--- config.mk ---
export PLATFORM = sky130hd
export DESIGN_NAME = stage_sequencer_flat
export DESIGN_NICKNAME = d
export VERILOG_FILES = /design/src/rtl/stage_sequencer_if.sv /design/src/rtl/stage_sequencer.sv /design/src/flat_wrapper.sv
export SDC_FILE = /design/constraint.sdc
export NUM_CORES = 1
export LEC_CHECK = 0
export BUFFER_PORTS_ARGS = -buffer_cell sky130_fd_sc_hd__buf_2
export CAP_MARGIN = 10
export CORE_MARGIN = 1.5
export CORE_UTILIZATION = 28
export DETAILED_ROUTE_END_ITERATION = 12
export GPL_ROUTABILITY_DRIVEN = 0
export PLACE_DENSITY = 0.47
export RECOVER_POWER = 50
export SYNTH_ARGS = -nofsm -noshare
export SYNTH_HDL_FRONTEND = slang
export SYNTH_SLANG_ARGS = --single-unit
--- constraint.sdc ---
create_clock -name clk -period 3.7 [get_ports clk]
set_clock_uncertainty 0.05 [all_clocks]
set_input_delay 0.37 -clock clk [delete_from_list [all_inputs] [get_ports clk]]
set_output_delay 0.37 -clock clk [all_outputs]
set_load 0.1 [all_outputs]
--- src/rtl/stage_sequencer_if.sv ---
// stage_sequencer_if: handshake bundle between stage_sequencer, its sub-FSMs and the cracking FSM.
interface stage_sequencer_if #(
    parameter int NUM_STAGES = 3,
    parameter int SEL_W = $clog2(NUM_STAGES + 1)
);
    logic                  start;
    logic                  abort;
    logic                  ack;
    logic [NUM_STAGES-1:0] stage_finish;
    logic [NUM_STAGES-1:0] stage_fail;
    logic [NUM_STAGES-1:0] stage_start;
    logic [SEL_W-1:0]      active_sel;
    logic                  busy;
    logic                  finish;
    logic [1:0]            result_code;
    logic [5:0]            fail_stage;
    logic [7:0]            state_debug;
    logic [31:0]           cycle_count;
    modport master (
        input  start, abort, ack, stage_finish, stage_fail,
        output stage_start, active_sel, busy, finish, result_code, fail_stage, state_debug, cycle_count
    );
    modport slave (
        output start, abort, ack, stage_finish, stage_fail,
        input  stage_start, active_sel, busy, finish, result_code, fail_stage, state_debug, cycle_count
    );
endinterface

--- src/rtl/stage_sequencer.sv ---
// stage_sequencer: runs NUM_STAGES sub-FSMs in order with fail, watchdog and abort exits.
// Optional SEQ_CYCLE_COUNT_EN adds a saturating run-length counter on cycle_count.
module stage_sequencer #(
    parameter int NUM_STAGES = 3,
    parameter int TIMEOUT_CYCLES = 65535,
    parameter int SEL_W = $clog2(NUM_STAGES + 1)
) (
    input logic clk,
    input logic nreset,
    stage_sequencer_if.master bus
);
    typedef enum logic [1:0] {IDLE = 2'b00, LAUNCH = 2'b01, WAIT = 2'b10, DONE = 2'b11} state_t;
    localparam logic [15:0] TO_LAST = 16'(TIMEOUT_CYCLES - 1);
    localparam logic [5:0] LAST = 6'(NUM_STAGES - 1);
    state_t      state_q, state_d;
    logic [5:0]  idx_q, idx_d, fail_stage_q, fail_stage_d;
    logic [15:0] cnt_q, cnt_d;
    logic [1:0]  result_q, result_d;
    logic        fin, fail, to, busy_q;
    assign fin    = |(bus.stage_finish & (NUM_STAGES'(1) << idx_q));
    assign fail   = |(bus.stage_fail & (NUM_STAGES'(1) << idx_q));
    assign to     = (TIMEOUT_CYCLES != 0) && (cnt_q == TO_LAST);
    assign busy_q = (state_q == LAUNCH) || (state_q == WAIT);
    always_ff @(posedge clk or negedge nreset) begin
        if (!nreset) begin
            state_q      <= IDLE;
            idx_q        <= '0;
            cnt_q        <= '0;
            result_q     <= '0;
            fail_stage_q <= '0;
        end else begin
            state_q      <= state_d;
            idx_q        <= idx_d;
            cnt_q        <= cnt_d;
            result_q     <= result_d;
            fail_stage_q <= fail_stage_d;
        end
    end
    always_comb begin
        state_d      = state_q;
        idx_d        = idx_q;
        cnt_d        = cnt_q;
        result_d     = result_q;
        fail_stage_d = fail_stage_q;
        case (state_q)
            IDLE: if (bus.start) begin
                state_d      = LAUNCH;
                idx_d        = '0;
                result_d     = 2'b00;
                fail_stage_d = '0;
            end
            LAUNCH: begin
                cnt_d   = '0;
                state_d = bus.abort ? IDLE : WAIT;
            end
            WAIT: if (bus.abort) state_d = IDLE;
            else if (fin && fail) begin
                state_d      = DONE;
                result_d     = 2'b10;
                fail_stage_d = idx_q;
            end else if (fin && idx_q == LAST) begin
                state_d  = DONE;
                result_d = 2'b01;
            end else if (fin) begin
                state_d = LAUNCH;
                idx_d   = idx_q + 6'd1;
            end else if (to) begin
                state_d      = DONE;
                result_d     = 2'b11;
                fail_stage_d = idx_q;
            end else cnt_d = (&cnt_q) ? cnt_q : cnt_q + 16'd1;
            DONE: if (bus.ack) state_d = IDLE;
        endcase
    end
`ifdef SEQ_CYCLE_COUNT_EN
    logic [31:0] cc_q, cc_d;
    // the start-sample cycle counts as the first, so a zero-wait run reads 2*NUM_STAGES+1
    assign cc_d = (state_q == IDLE && bus.start) ? 32'd1 : (busy_q && !(&cc_q)) ? cc_q + 32'd1 : cc_q;
    always_ff @(posedge clk or negedge nreset) begin
        if (!nreset) cc_q <= '0;
        else cc_q <= cc_d;
    end
`endif
    always_comb begin
        bus.stage_start = (state_q == LAUNCH) ? NUM_STAGES'(1) << idx_q : '0;
        bus.active_sel  = busy_q ? SEL_W'(idx_q) : SEL_W'(NUM_STAGES);
        bus.busy        = busy_q;
        bus.finish      = state_q == DONE;
        bus.result_code = result_q;
        bus.fail_stage  = fail_stage_q;
        bus.state_debug = {idx_q, state_q};
`ifdef SEQ_CYCLE_COUNT_EN
        bus.cycle_count = cc_q;
`else
        bus.cycle_count = '0;
`endif
    end
endmodule

--- src/flat_wrapper.sv ---
// flat-port wrapper written by rule: the top's interface ports become plain ports
module stage_sequencer_flat 
#(
    parameter int NUM_STAGES = 3,
    parameter int TIMEOUT_CYCLES = 65535,
    parameter int SEL_W = $clog2(NUM_STAGES + 1)
)
  (clk, nreset, bus_start, bus_abort, bus_ack, bus_stage_finish, bus_stage_fail, bus_stage_start, bus_active_sel, bus_busy, bus_finish, bus_result_code, bus_fail_stage, bus_state_debug, bus_cycle_count);
  stage_sequencer_if #(.NUM_STAGES(NUM_STAGES), .SEL_W(SEL_W)) bus_i ();
  input logic clk;
  input logic nreset;
  input wire logic [$bits(bus_i.start)-1:0] bus_start;
  input wire logic [$bits(bus_i.abort)-1:0] bus_abort;
  input wire logic [$bits(bus_i.ack)-1:0] bus_ack;
  input wire logic [$bits(bus_i.stage_finish)-1:0] bus_stage_finish;
  input wire logic [$bits(bus_i.stage_fail)-1:0] bus_stage_fail;
  output wire logic [$bits(bus_i.stage_start)-1:0] bus_stage_start;
  output wire logic [$bits(bus_i.active_sel)-1:0] bus_active_sel;
  output wire logic [$bits(bus_i.busy)-1:0] bus_busy;
  output wire logic [$bits(bus_i.finish)-1:0] bus_finish;
  output wire logic [$bits(bus_i.result_code)-1:0] bus_result_code;
  output wire logic [$bits(bus_i.fail_stage)-1:0] bus_fail_stage;
  output wire logic [$bits(bus_i.state_debug)-1:0] bus_state_debug;
  output wire logic [$bits(bus_i.cycle_count)-1:0] bus_cycle_count;
  assign bus_i.start = bus_start;
  assign bus_i.abort = bus_abort;
  assign bus_i.ack = bus_ack;
  assign bus_i.stage_finish = bus_stage_finish;
  assign bus_i.stage_fail = bus_stage_fail;
  assign bus_stage_start = bus_i.stage_start;
  assign bus_active_sel = bus_i.active_sel;
  assign bus_busy = bus_i.busy;
  assign bus_finish = bus_i.finish;
  assign bus_result_code = bus_i.result_code;
  assign bus_fail_stage = bus_i.fail_stage;
  assign bus_state_debug = bus_i.state_debug;
  assign bus_cycle_count = bus_i.cycle_count;
  stage_sequencer #(.NUM_STAGES(NUM_STAGES), .TIMEOUT_CYCLES(TIMEOUT_CYCLES), .SEL_W(SEL_W)) u_core (.clk(clk), .nreset(nreset), .bus(bus_i));
endmodule
==> results.toml <==
[global_routing]
grt-ovfl-total = 0
antenna_found_initial = 0
grt_max_degree = 33
grt_pass1_wl_um = 8645
grt.total_usage_pct = 12.62
first_global_vias = 1804

[floorplanning]
die_area_um2 = 8632
die_w_um = 92.91
core_region_area_um2 = 7767
chipHeight_um = 92.91
start_util_pct = 29.14
io_pins = 66
fp-row-count = 32

[setup_path]
critPathKind = "reg -> reg"
crit_arrival_ns = 3.09
critical_path.startpoint_type = "flip-flop"
path_buf_inv = 1
critical-path-top-delay-family = "simple AND/OR/NAND/NOR gates"
cp-end-kind = "flip-flop"
required_ns = 3.88
path_max_fanout = 24
max_stage_delay_ns = 0.61
critPathSlowestCell = "or4_1"
crit_chain = "inv_1, ha_1, nor2b_1, o211ai_2, or4_1, a21oi_1"

[cells_and_area]
num_antenna_cells = 0
multi_input_area_um2 = 1275
nets = 304
fin_util_pct = 32.07
mostFrequentLayoutCells = "conb_1, dfrtp_1, nand2_1, buf_2, nand3_1"
stdcell_area_um2 = 2491
syn_to_final_growth_pct = 10.06
layout.area.seq_um2 = 800.8
drive_above_1_share_pct = 12.98
fill_cells = 869

[sta]
slew_violations = 33
hold_violations = 0
final-setup-viol-count = 0
relSlewSlack_pct = -20.85
timing.final.crit_share_pct = 78.71
layout_min_cycle_time_ns = 2.912
worst_pin_slew_ns = 1.813
fin_ws_ns = 0.7877
max_freq_mhz = 343.4
rsz0062_at_grt = "false"
setup_tns_ns = 0

[placed_design]
place.port_buffers = 33
dpl-instance-area_um2 = 2391
hpwl_um = 3817
preCtsSetupSlack_ns = 0.7789

[clock_network]
clock_sinks = 32
clk_pin_slew_ns = 0.08
tritoncts = "done"
cts_buffer_depth = 2
htree_levels = 2
cts_setup_buffers = 0
clkLatencyLatePin_ns = 0.30
ctsHoldBuffers = 0
cts_buffers = 5
cts-resized-gates = 0
root_buffer = "clkbuf_8"

[synth]
synthFlopType = "dfrtp_1"
async_reset_ff_share_pct = 100.0
synth.largest_area_cell = "dfrtp_1"
seq_area_frac_synth_pct = 35.38
ys_warn_count = 0
syn_inst = 255
synth_edf_count = 0
netlist_area_um2 = 2263
synth.area.top_cells = "dfrtp_1, buf_4, ha_1"
avgSynthCellArea_um2 = 8.876
ys_types = 46
synth_top_area_share_pct = 35.38
ys_ff_latch = 32

[detailed_routing]
wire_per_inst_um = 13.64
drt_wl_total_um = 5278
drtPass1Iterations = 4
vias_per_cell = 4.884
ant_nets = 0
drc = 0
vias = 1890
drt_iter0_drc = 35

[min_path]
hold_class = "in -> reg"

[pwr]
peakVddDrop_uv = 433.4
powerDensity_nw_per_um2 = 650.8
p_leak_nw = 1.063
total_power_mw = 1.621

[outcome]
violations = "max-capacitance violations, max-slew violations"
outcome = "finished with violations"

[flow_run]
drv_cap = 1
## cell usage after synthesis (all sizes together), types with 2 or more instances
library cell,number
o311ai,2
and3,2
mux2i,10
o31ai,4
nand3b,3
and4,4
nor4,4
nor2b,7
dfrtp,32
clkbuf,7
inv,6
a221o,4
or4,8
o21ai,11
o21a,2
o311a,2
nor3b,2
ha,9
or3,2
nand3,13
nand2,29
o22ai,2
a21oi,11
nor2,7
nand4,6
nand2b,5
buf,35
and2,5
nor3,8
o21bai,2
## worst min-delay path: cells and delay by family
family                 cells  cell delay, ns
and+or+nand+nor            1            0.10
buffers and inverters      1            0.09
AOI/OAI and AO/OA          1            0.06
## layout make-up
class                   instances  area share, %
inverters                       6         0.9041
repair buffers                 33          6.027
clock inverters                 3          1.858
clock buffers                   5          2.762
well taps                     102          5.123
multi-input cells             206          51.18
flip-flops and latches         32          32.14
## power by group
| part | switching (mW) | total (mW) | internal [mW] | leakage, nW |
|---|---|---|---|---|
| clock network | 0.155 | 0.358 | 0.203 | 0.0548 |
| logic | 0.759 | 0.879 | 0.121 | 0.564 |
| registers | 0.0176 | 0.384 | 0.366 | 0.444 |
| total | 0.932 | 1.62 | 0.690 | 1.06 |
## sequential cells by signal, summed over array words and instances (netlist names)
register / count
u_core.bus.fail_stage: 6
u_core.bus.result_code: 2
u_core.cnt_q: 16
u_core.idx_q: 6
u_core.state_q: 2
## metrics by stage
| step | hold slack [ns] | cells |
|---|---|---|
| 4_1_cts | 0.1247 | 387 |
| 3_5_place_dp | 0.4496 | 379 |
| 3_3_place_gp | 0.4390 | 379 |
| 2_1_floorplan | 0.02441 | 286 |
| 5_1_grt | 0.3718 | 387 |
| 6_report | 0.3365 | 387 |
## routing by layer
layer  wire (um)  global-route usage (%)  vias to the layer above
met5           0                       0                        -
met3         231                   3.284                        7
met2        2469                   20.50                       47
met1        2522                   16.36                      910
li1            -                       -                      926
met4          55                   3.788                        0
## path summary, 6_finish.rpt
path / from / to / slack (ns) / depth (start not counted)
min in group asynchronous: nreset / u_core.bus.fail_stage[4]$_DFFE_PN0P_ / 0.50 / 1
max in group asynchronous: nreset / u_core.state_q[0]$_DFFE_PN0P_ / 2.04 / 1
setup / recovery: u_core.state_q[0]$_DFFE_PN0P_ / u_core.cnt_q[9]$_DFFE_PN0P_ / 0.79 / 6
hold reg to reg: u_core.bus.fail_stage[5]$_DFFE_PN0P_ / u_core.bus.fail_stage[5]$_DFFE_PN0P_ / 0.48 / 2
setup reg to reg: u_core.state_q[0]$_DFFE_PN0P_ / u_core.cnt_q[9]$_DFFE_PN0P_ / 0.79 / 6
hold / removal: bus_abort / u_core.state_q[1]$_DFFE_PN0P_ / 0.34 / 3
## cell families (layout without fill, tap and decap cells)
| kind of cell | Yosys count | count (layout) | synth area share (%) |
|---|---|---|---|
| AOI/OAI and AO/OA | 46 | 46 | 14.15 |
| adders and majority gates | 9 | 9 | 4.975 |
| buffers and inverters | 48 | 47 | 13.65 |
| DFF | 32 | 32 | 35.38 |
| muxes | 11 | 11 | 4.920 |
| other | 1 | 32 | 0.1657 |
| and+or+nand+nor | 108 | 108 | 26.75 |
Note: power is estimated with default switching activity, not from simulation.
